--- config.mk ---
export PLATFORM = sky130hd
export DESIGN_NAME = ft245_txarb
export DESIGN_NICKNAME = d
export VERILOG_FILES = /design/src/rtl/ft245_txarb_pkg.sv /design/src/rtl/ft245_txarb_rr_arbiter.sv /design/src/rtl/ft245_txarb.sv
export SDC_FILE = /design/constraint.sdc
export NUM_CORES = 1
export LEC_CHECK = 0
export ABC_AREA = 1
export BUFFER_PORTS_ARGS = -buffer_cell sky130_fd_sc_hd__buf_2
export CAP_MARGIN = 30
export CORE_ASPECT_RATIO = 0.5
export CORE_UTILIZATION = 57
export CTS_CLUSTER_SIZE = 40
export DETAILED_ROUTE_END_ITERATION = 7
export MAX_ROUTING_LAYER = met4
export PLACE_DENSITY = 0.88
export SYNTH_ARGS = -nofsm -noshare
export SYNTH_HDL_FRONTEND = slang
export SYNTH_SLANG_ARGS = --single-unit
--- constraint.sdc ---
create_clock -name Clk -period 3.29 [get_ports Clk]
set_input_delay 0.1645 -clock Clk [delete_from_list [all_inputs] [get_ports Clk]]
set_output_delay 0.1645 -clock Clk [all_outputs]
set_load 0.02 [all_outputs]
--- src/rtl/ft245_txarb_pkg.sv ---
// Shared types and helpers for the FT245 transmit arbiter.
package ft245_pkg;

    // Mode sequencer states; only ST_READ hands the interface to the host.
    typedef enum logic [2:0] {
        ST_READ,
        ST_ARB,
        ST_HDR,
        ST_DATA,
        ST_HOLD
    } state_e;

    // Upper nibble of every burst header byte.
    localparam logic [3:0] HDR_TAG = 4'hA;

    // Header byte announcing which source the following payload belongs to.
    function automatic logic [7:0] make_hdr(input logic [2:0] src_id);
        return {HDR_TAG, 1'b0, src_id};
    endfunction

endpackage

--- src/rtl/ft245_txarb_rr_arbiter.sv ---
// Combinational round-robin picker: first requester at or after rr_ptr_i.
module rr_arbiter #(
    parameter int NUM_SRC = 4
) (
    input  logic [NUM_SRC-1:0] req_i,
    input  logic [2:0]         rr_ptr_i,
    output logic [NUM_SRC-1:0] gnt_o,
    output logic [2:0]         gnt_idx_o
);

    // Scan from the pointer with wrap-around and keep the first hit.
    always_comb begin
        logic found;
        int   idx;
        // NOTE: every output gets a value before the loop so no path leaves
        // it unassigned; otherwise synthesis infers a latch.
        gnt_o     = '0;
        gnt_idx_o = '0;
        found     = 1'b0;
        for (int k = 0; k < NUM_SRC; k++) begin
            idx = int'(rr_ptr_i) + k;
            if (idx >= NUM_SRC) idx = idx - NUM_SRC;
            if (!found && req_i[idx]) begin
                found      = 1'b1;
                gnt_o[idx] = 1'b1;
                gnt_idx_o  = 3'(idx);
            end
        end
    end

endmodule

--- src/rtl/ft245_txarb.sv ---
// FT245 transmit arbiter: round-robin bursts with tag headers, RWn sequencing.
module ft245_txarb
    import ft245_pkg::*;
#(
    parameter int NUM_SRC   = 4,
    parameter int BURST_MAX = 64,
    parameter int IDLE_HOLD = 8
) (
    input  logic                   Clk,
    input  logic                   ARst,
    input  logic [8*NUM_SRC-1:0]   Src_Data,
    input  logic [NUM_SRC-1:0]     Src_Valid,
    input  logic [NUM_SRC-1:0]     Src_Last,
    output logic [NUM_SRC-1:0]     Src_Rdy,
    input  logic                   Rx_Pend,
    output logic                   RWn,
    output logic [7:0]             Data_Wr,
    output logic                   Valid_Wr,
    input  logic                   Rdy_Wr,
    output logic [2:0]             Grant_Id
);

    localparam int IDLE_W = $clog2(IDLE_HOLD + 1);

    state_e              state_q, state_d;
    logic [2:0]          grant_q, grant_d;
    logic [2:0]          rr_ptr_q, rr_ptr_d;
    logic [7:0]          byte_cnt_q, byte_cnt_d;
    logic [IDLE_W-1:0]   idle_cnt_q, idle_cnt_d;

    logic [NUM_SRC-1:0]  arb_gnt;
    logic [2:0]          arb_idx;
    logic                arb_any;
    logic [NUM_SRC-1:0]  gnt_mask;
    logic [7:0]          src_byte;
    logic                src_valid;
    logic                src_last;
    logic [7:0]          cnt_inc;
    logic [2:0]          ptr_next;

    rr_arbiter #(.NUM_SRC(NUM_SRC)) u_arb (
        .req_i     (Src_Valid),
        .rr_ptr_i  (rr_ptr_q),
        .gnt_o     (arb_gnt),
        .gnt_idx_o (arb_idx)
    );

    assign arb_any  = |arb_gnt;
    assign cnt_inc  = byte_cnt_q + 8'd1;
    assign ptr_next = (grant_q == 3'(NUM_SRC - 1)) ? 3'd0 : grant_q + 3'd1;
    assign Grant_Id = grant_q;
    // Decoded straight from the state register so the mode line never glitches.
    assign RWn      = (state_q == ST_READ);

    // Select the granted source's byte, valid and last flags.
    always_comb begin
        gnt_mask  = '0;
        src_byte  = '0;
        src_valid = 1'b0;
        src_last  = 1'b0;
        for (int i = 0; i < NUM_SRC; i++) begin
            if (grant_q == 3'(i)) begin
                gnt_mask[i] = 1'b1;
                src_byte    = Src_Data[8*i +: 8];
                src_valid   = Src_Valid[i];
                src_last    = Src_Last[i];
            end
        end
    end

    // Next-state and output decode for the mode sequencer.
    always_comb begin
        state_d    = state_q;
        grant_d    = grant_q;
        rr_ptr_d   = rr_ptr_q;
        byte_cnt_d = byte_cnt_q;
        idle_cnt_d = '0;
        Data_Wr    = 8'h00;
        Valid_Wr   = 1'b0;
        Src_Rdy    = '0;
        unique case (state_q)
            ST_READ: begin
                if (|Src_Valid && !Rx_Pend) state_d = ST_ARB;
            end
            ST_ARB: begin
                if (Rx_Pend || !arb_any) begin
                    state_d = ST_HOLD;
                end else begin
                    grant_d    = arb_idx;
                    byte_cnt_d = 8'd0;
                    state_d    = ST_HDR;
                end
            end
            ST_HDR: begin
                Data_Wr  = make_hdr(grant_q);
                Valid_Wr = 1'b1;
                if (Rdy_Wr) state_d = ST_DATA;
            end
            ST_DATA: begin
                // Pass-through; a burst always runs to Last or BURST_MAX.
                Data_Wr  = src_byte;
                Valid_Wr = src_valid;
                Src_Rdy  = gnt_mask & {NUM_SRC{Rdy_Wr}};
                if (src_valid && Rdy_Wr) begin
                    byte_cnt_d = cnt_inc;
                    if (src_last || cnt_inc == 8'(BURST_MAX)) begin
                        rr_ptr_d = ptr_next;
                        state_d  = ST_HOLD;
                    end
                end
            end
            ST_HOLD: begin
                if (Rx_Pend) begin
                    state_d = ST_READ;
                end else if (|Src_Valid) begin
                    state_d = ST_ARB;
                end else if (idle_cnt_q >= IDLE_W'(IDLE_HOLD - 1)) begin
                    state_d = ST_READ;
                end else begin
                    idle_cnt_d = (idle_cnt_q == '1) ? idle_cnt_q : idle_cnt_q + 1'b1;
                end
            end
            default: state_d = ST_READ;
        endcase
    end

    // State and counter registers.
    always_ff @(posedge Clk) begin
        // NOTE: reset is sampled on the clock edge; all state here is plain
        // flops, so every register is cleared explicitly.
        if (ARst) begin
            state_q    <= ST_READ;
            grant_q    <= '0;
            rr_ptr_q   <= '0;
            byte_cnt_q <= '0;
            idle_cnt_q <= '0;
        end else begin
            // NOTE: non-blocking assignments so every flop samples the
            // pre-edge value regardless of statement order.
            state_q    <= state_d;
            grant_q    <= grant_d;
            rr_ptr_q   <= rr_ptr_d;
            byte_cnt_q <= byte_cnt_d;
            idle_cnt_q <= idle_cnt_d;
        end
    end

endmodule
==> results of run 1 <==
## layout make-up
class / count / area, um2
clock buffer: 3 / 41.3
clock inverter: 1 / 5.00
fill: 304 / 996
inverter: 45 / 176
multi-input combinational: 257 / 1460
sequential: 21 / 420
tap: 51 / 63.8
timing repair buffer: 61 / 308
## how the worst max path moves through the flow
stage	slack, ps	start	to
after floorplan	1160	Grant_Id[0]	Data_Wr[5]
after global placement	880	rr_ptr_q[0]	byte_cnt_q[2]
after detailed placement	720	rr_ptr_q[0]	byte_cnt_q[5]
after CTS	700	rr_ptr_q[0]	byte_cnt_q[5]
after global routing	500	rr_ptr_q[0]	byte_cnt_q[5]
final	680	rr_ptr_q[0]	byte_cnt_q[5]
## cells by family (layout without fill, tap and decap cells)
group,after synthesis,count (layout),synth area share
adder cells (fa/ha/maj),18,18,0.107
AND/OR/NAND/NOR,159,159,0.359
XOR/XNOR,8,8,0.0334
buffers and inverters,52,110,0.104
AO/OA/AOI/OAI,72,72,0.196
flip-flops,21,21,0.200
## power groups by stage
stage / Clock, mW / Sequential [mW] / Combinational [mW]
floorplan: 0 / 0.285 / 0.168
global placement: 0 / 0.284 / 0.231
detailed placement: 0 / 0.285 / 0.239
CTS: 0.170 / 0.279 / 0.240
global route: 0.182 / 0.281 / 0.272
finish: 0.168 / 0.280 / 0.244
## through the flow
step                worst slack (ps)   util  power [mW]  area, um2
finish                           682  0.713       0.692       2480
global route                     502  0.713       0.735       2480
CTS                              700  0.713       0.690       2480
detailed placement               724  0.700       0.524       2430
global placement                 878  0.700       0.515       2430
floorplan                       1160      -       0.452       2100
## cell usage in the layout, fill, tap and decap left out, types with 2 or more instances in the layout
master    netlist  final
xor2_1          3      3
inv_2           8      8
inv_1          34     34
o22ai_1         5      5
nor3_1          6      6
nor2_1         35     35
or2_2           3      3
nand3_2         7      7
clkbuf_8        0      3
dfxtp_1        21     21
a21oi_1        24     24
nand2_1        71     71
nand2_4         2      2
a22oi_1        10     10
o21ai_1         6      6
nand3_1        19     19
xnor2_1         5      5
o211ai_1        4      4
buf_2           1     60
ha_1           18     18
o21ai_0        20     20
nand4_1         4      4
nor2_4          3      3
nand2_2         6      6
## metal layers
| layer | share of wire | global-route usage |
|---|---|---|
| met1 | 0.46 | 0.401 |
| met2 | 0.47 | 0.487 |
| met3 | 0.065 | 0.0384 |
| met4 | 0.0061 | 0.0623 |
| met5 | 0 | - |
## flip-flops by register name, summed over array words and instances, names as in the netlist
register	flops
state_q	3
Grant_Id	3
byte_cnt_q	8
idle_cnt_q	4
rr_ptr_q	3
## synth_stat cells (all sizes together)
cell,n,area [um2]
nand2,79,327
inv,44,173
nor2,38,165
nand3,26,165
o21ai,26,130
a21oi,25,129
dfxtp,21,420
ha,18,225
a22oi,10,75.1
nor3,7,40.0
o22ai,5,31.3
xnor2,5,43.8
clkbuf,4,15.0
nand4,4,25.0
o211ai,4,30.0
buf,3,27.5
or2,3,18.8
xor2,3,26.3
a31oi,1,6.26
a32o,1,10.0
clkinv,1,3.75
nand3b,1,7.51
nor4,1,6.26
## worst max-delay path, delay by kind of cell, from the launching register on
family	cells	cell delay, ps
buffers and inverters	2	240
DFF	1	690
adders and majority gates	1	390
and+or+nand+nor	10	1020
AOI/OAI and AO/OA	1	160
==> load_flow_metrics.sql, run 1 <==
INSERT INTO impl_metrics (metric_group, metric, value, unit) VALUES
('placement', 'place_hpwl', '4470', 'um'),
('job', 'max_cap_viol_count', '0', ''),
('pwr', 'power_leakage', '1.25', 'nW'),
('placement', 'routabilityCongestion', '0.933', ''),
('detailed_routing', 'remaining_drc_errors', '0', ''),
('worst_hold_path', 'hp-class', 'primary input to flop', ''),
('sta', 'post-route-period-util', '0.793', ''),
('pwr', 'switching_share', '0.364', ''),
('logic_synthesis', 'synth.cell_area', '2100', 'um2'),
('sta', 'slew_headroom', '0.580', ''),
('pwr', 'clkPwrFrac', '0.243', ''),
('detailed_routing', 'number_of_iterations_in_the_first_detailed_routing_pass', '4', ''),
('global_routing', 'grt_usage', '0.298', ''),
('clock_network', 'cts.repair.resized', '0', ''),
('worst_setup_path', 'worstSetupEndpointType', 'flop', ''),
('logic_synthesis', 'yosysWarnings', '0', ''),
('floorplanning', 'row_count', '15', ''),
('detailed_routing', 'drt_iter0_markers', '212', ''),
('sta', 'fin_worst_skew', '2.58', 'ps'),
('logic_synthesis', 'post_synth_num_cell_types', '34', ''),
('clock_network', 'cts_root_buffer', 'clkbuf_8', ''),
('pwr', 'vdd.ir_drop.worst', '0.239', 'mV'),
('worst_setup_path', 'path_max_fanout', '14', ''),
('worst_setup_path', 'crit_path_top_delay_cell', 'dfxtp_1', ''),
('worst_setup_path', 'startpoint_to_endpoint_class_of_the_critical_path', 'flop to flop', ''),
('clock_network', 'cts_max_level', '1', ''),
('worst_setup_path', 'timing.critical_path.arrival', '2760', 'ps'),
('pwr', 'combPwrFrac', '0.352', ''),
('logic_synthesis', 'synth_nets', '392', ''),
('pwr', 'p_switching', '252', 'uW'),
('sta', 'period_minus_slack', '2610', 'ps'),
('clock_network', 'clock_latency_of_the_later_clocked_register_in_the_worst_skew_pair', '260', 'ps'),
('detailed_routing', 'post_drt_via_cell_ratio', '5.34', ''),
('logic_synthesis', 'syn-instance-count', '330', ''),
('layout', 'fin_nets', '451', ''),
('worst_setup_path', 'crit_chain', 'inv_6, ha_1, inv_1, nand3_2, nand2_2, nor2_4, nand2_1, nand2_1, nor2_1, nand3_2, nand3_2, nand2_2, o21ai_1, nor2_1', ''),
('worst_hold_path', 'hold_path_depth', '2', ''),
('status', 'run_status', 'finished clean', ''),
('sta', 'report.final.setup_viol', '0', ''),
('sta', 'rsz_0062_raised_after_global_routing', 'false', ''),
('layout', 'antenna-diode-count', '0', ''),
('clock_network', 'cts_hold_buffers', '0', ''),
('sta', 'timing_max_transition_violations_final', '0', ''),
('placement', 'buffer_ports.inserted', '60', ''),
('floorplanning', 'die_w', '87.9', 'um'),
('floorplanning', 'dieArea', '3950', 'um2'),
('worst_setup_path', 'rrSetupSlack', '680', 'ps'),
('clock_network', 'worst_setup_hold_path_clk_slew', '80', 'ps'),
('detailed_routing', 'post_drt_wl_per_cell', '12.7', 'um'),
('floorplanning', 'core_area', '3470', 'um2'),
('worst_setup_path', 'peak_per_stage_delay_on_the_critical_path', '690', 'ps'),
('clock_network', 'cts_tree', 'done', ''),
('logic_synthesis', 'post_synthesis_sequential_area_ratio', '0.200', ''),
('floorplanning', 'floorplan.initialDensity', '0.605', ''),
('global_routing', 'overflow', '0', ''),
('placement', 'dpl.cell_count', '435', ''),
('sta', 'worstMarginPinSlew', '628', 'ps'),
('clock_network', 'numClockSinks', '21', ''),
('sta', 'fmaxAchievable', '383', 'MHz'),
('worst_setup_path', 'required', '3440', 'ps'),
('global_routing', 'vias_in_the_first_global_route', '2024', ''),
('sta', 'timing.setup.tns', '0', 'ps'),
('logic_synthesis', 'synth_seq_cells', '21', ''),
('layout', 'layout-area-overhead-vs-synth', '17.9', '%'),
('worst_hold_path', 'sink_of_the_worst_hold_path', 'state_q[2]', ''),
('worst_hold_path', 'holdCritStartpoint', 'ARst', ''),
('pwr', 'seqPwrFrac', '0.404', ''),
('worst_setup_path', 'critical_path.startpoint_type', 'flop', ''),
('worst_setup_path', 'ff2ff_path_depth', '14', ''),
('detailed_routing', 'postRouteWirelength', '5590', 'um'),
('detailed_routing', 'postRouteAntennaNets', '0', '');
No activity file was read; power rests on OpenSTA's default activity.
==> inputs of run 2 (changes only) <==
Settings changed: CORE_UTILIZATION 57 to 53, PLACE_DENSITY 0.88 to 0.82.
Clock period 3.29 ns to 2.7 ns, I/O delays scaled along.
==> load_flow_metrics.sql, run 2 (same netlist as run 1, synthesis figures left out) <==
INSERT INTO impl_metrics (metric_group, metric, value, unit) VALUES
('status', 'run_status', 'finished clean', ''),
('floorplanning', 'core_area', '3600', 'um2'),
('floorplanning', 'row_count', '15', ''),
('sta', 'postLayoutSetupSlackWorst', '337', 'ps'),
('pwr', 'vdd.ir_drop.worst', '0.341', 'mV'),
('sta', 'period_minus_slack', '2360', 'ps'),
('pwr', 'seqPwrFrac', '0.396', ''),
('sta', 'post-route-period-util', '0.875', ''),
('detailed_routing', 'post_drt_via_cell_ratio', '5.41', ''),
('clock_network', 'clk_path_buf_depth', '2', ''),
('floorplanning', 'io-pin-count', '61', ''),
('floorplanning', 'die_w', '91.0', 'um'),
('global_routing', 'grt_usage', '0.283', ''),
('worst_setup_path', 'rrSetupSlack', '340', 'ps'),
('pwr', 'cellPowerDensity', '341', 'nW/um2'),
('worst_setup_path', 'startpoint_to_endpoint_class_of_the_critical_path', 'flop to flop', ''),
('clock_network', 'numClockSinks', '21', ''),
('layout', 'layout_commonest_cell', 'nand2_1', ''),
('clock_network', 'clock_latency_of_the_later_clocked_register_in_the_worst_skew_pair', '270', 'ps'),
('sta', 'final-hold-violation-count', '0', ''),
('global_routing', 'largest_net_degree_at_the_start_of_global_routing', '21', ''),
('worst_hold_path', 'hp-class', 'primary input to flop', ''),
('detailed_routing', 'postRouteAntennaNets', '0', ''),
('sta', 'fmaxAchievable', '423', 'MHz'),
('clock_network', 'tritoncts.num_buffers', '3', ''),
('layout', 'layout-area-overhead-vs-synth', '20.1', '%'),
('floorplanning', 'dieArea', '4230', 'um2'),
('clock_network', 'cts.repair.resized', '0', ''),
('sta', 'report.final.setup_viol', '0', ''),
('pwr', 'cell_internal_pwr', '543', 'uW'),
('layout', 'antenna-diode-count', '0', ''),
('clock_network', 'cts_tree', 'done', ''),
('detailed_routing', 'number_of_iterations_in_the_first_detailed_routing_pass', '5', ''),
('global_routing', 'antenna_found_initial', '0', ''),
('detailed_routing', 'remaining_drc_errors', '0', ''),
('layout', 'layout.cells.most_common_list', '71 x nand2_1, 60 x buf_2, 35 x nor2_1', ''),
('global_routing', 'vias_in_the_first_global_route', '2074', ''),
('clock_network', 'worst_setup_hold_path_clk_slew', '80', 'ps'),
('job', 'max_cap_viol_count', '0', ''),
('global_routing', 'grt_pass1_wl', '9150', 'um'),
('sta', 'timing_max_transition_violations_final', '0', ''),
('clock_network', 'cts_hold_buffers', '0', ''),
('placement', 'routabilityCongestion', '0.916', ''),
('sta', 'hold_slack', '167', 'ps'),
('placement', 'post-place-ws', '369', 'ps'),
('worst_setup_path', 'worstSetupEndpointType', 'flop', ''),
('detailed_routing', 'drt_iter0_markers', '239', ''),
('pwr', 'report.power.total', '859', 'uW'),
('worst_setup_path', 'timing.critical_path.arrival', '2530', 'ps'),
('pwr', 'power_leakage', '1.28', 'nW'),
('sta', 'rsz_0062_raised_after_global_routing', 'false', ''),
('layout', 'layout.filler_cells', '323', ''),
('placement', 'placedInstanceArea', '2470', 'um2'),
('sta', 'worstMarginPinSlew', '486', 'ps'),
('layout', 'fin_nets', '457', ''),
('clock_network', 'cts_max_level', '1', ''),
('sta', 'fin_worst_skew', '3.76', 'ps'),
('clock_network', 'postCtsSetupRepairBufs', '0', ''),
('pwr', 'p_switching', '316', 'uW'),
('layout', 'reg.largest.list', 'byte_cnt_q: 8 flops, idle_cnt_q: 4 flops', ''),
('layout', 'top_register', 'byte_cnt_q', ''),
('worst_setup_path', 'path_max_fanout', '11', ''),
('worst_setup_path', 'critical_path.startpoint_type', 'flop', ''),
('pwr', 'switching_share', '0.368', ''),
('detailed_routing', 'dr_vias', '2409', ''),
('layout', 'final_cells', '445', ''),
('detailed_routing', 'post_drt_wl_per_cell', '12.9', 'um'),
('sta', 'timing.setup.tns', '0', 'ps'),
('layout', 'largest_register_ff_count', '8', ''),
('placement', 'place_hpwl', '4620', 'um'),
('detailed_routing', 'postRouteWirelength', '5730', 'um'),
('layout', 'layout.core_utilization', '0.700', ''),
('global_routing', 'overflow', '0', ''),
('pwr', 'clkPwrFrac', '0.254', ''),
('layout', 'final_layout_size_suffix_gt1_frac', '0.264', ''),
('clock_network', 'cts_root_buffer', 'clkbuf_8', ''),
('sta', 'slew_headroom', '0.673', ''),
('floorplanning', 'floorplan.initialDensity', '0.583', ''),
('pwr', 'combPwrFrac', '0.350', ''),
('worst_setup_path', 'required', '2870', 'ps'),
('placement', 'buffer_ports.inserted', '60', ''),
('floorplanning', 'die_h', '46.5', 'um'),
('placement', 'dpl.cell_count', '441', ''),
('layout', 'final_area', '2520', 'um2');
[run 2: changes by cell type in the layout (fill, tap and decap cells not counted)]
cell and change:
buf_4 +6, clkinv_2 -1, clkinvlp_4 +1
[run 2: critical path, cell delays in order (launching register included)]
cell and delay [ps]:
dfxtp_1 410, inv_6 90, ha_1 360, inv_1 110
nand3_2 80, nand2_2 120, nor2_4 70, nand2_1 60
nand2_1 50, nor2_1 140, nand3_2 150, nand3_2 250
nand2_2 150, o21ai_1 170, nor2_1 50
[run 2: layout make-up]
type,count,area (um2),area share
clock buffers,3,41.3,0.0164
multi-input cells,257,1460,0.579
repair buffers,67,353,0.140
inverters,45,176,0.0699
flip-flops and latches,21,420,0.167
clock inverters,1,7.51,0.00297
well taps,51,63.8,0.0253
[run 2: final timing paths]
check                                     end          start  cells after the start
worst max-delay path            byte_cnt_q[6]    rr_ptr_q[0]                     14
worst min-delay path            byte_cnt_q[3]           ARst                      2
worst max register to register  byte_cnt_q[6]    rr_ptr_q[0]                     14
worst min register to register  idle_cnt_q[1]  idle_cnt_q[1]                      2
[run 2: layer usage]
layer	routed length (um)	global-route usage	share of wire
met5	0	-	0
met4	20	0.0444	0.0035
met3	361	0.0396	0.063
met2	2820	0.511	0.49
met1	2530	0.354	0.44
[run 2: power by group through the flow]
stage	Sequential (mW)	Combinational, mW	Clock [mW]
finish	0.340	0.300	0.219
global route	0.342	0.338	0.234
CTS	0.340	0.297	0.225
detailed placement	0.347	0.295	0
global placement	0.346	0.288	0
floorplan	0.347	0.204	0
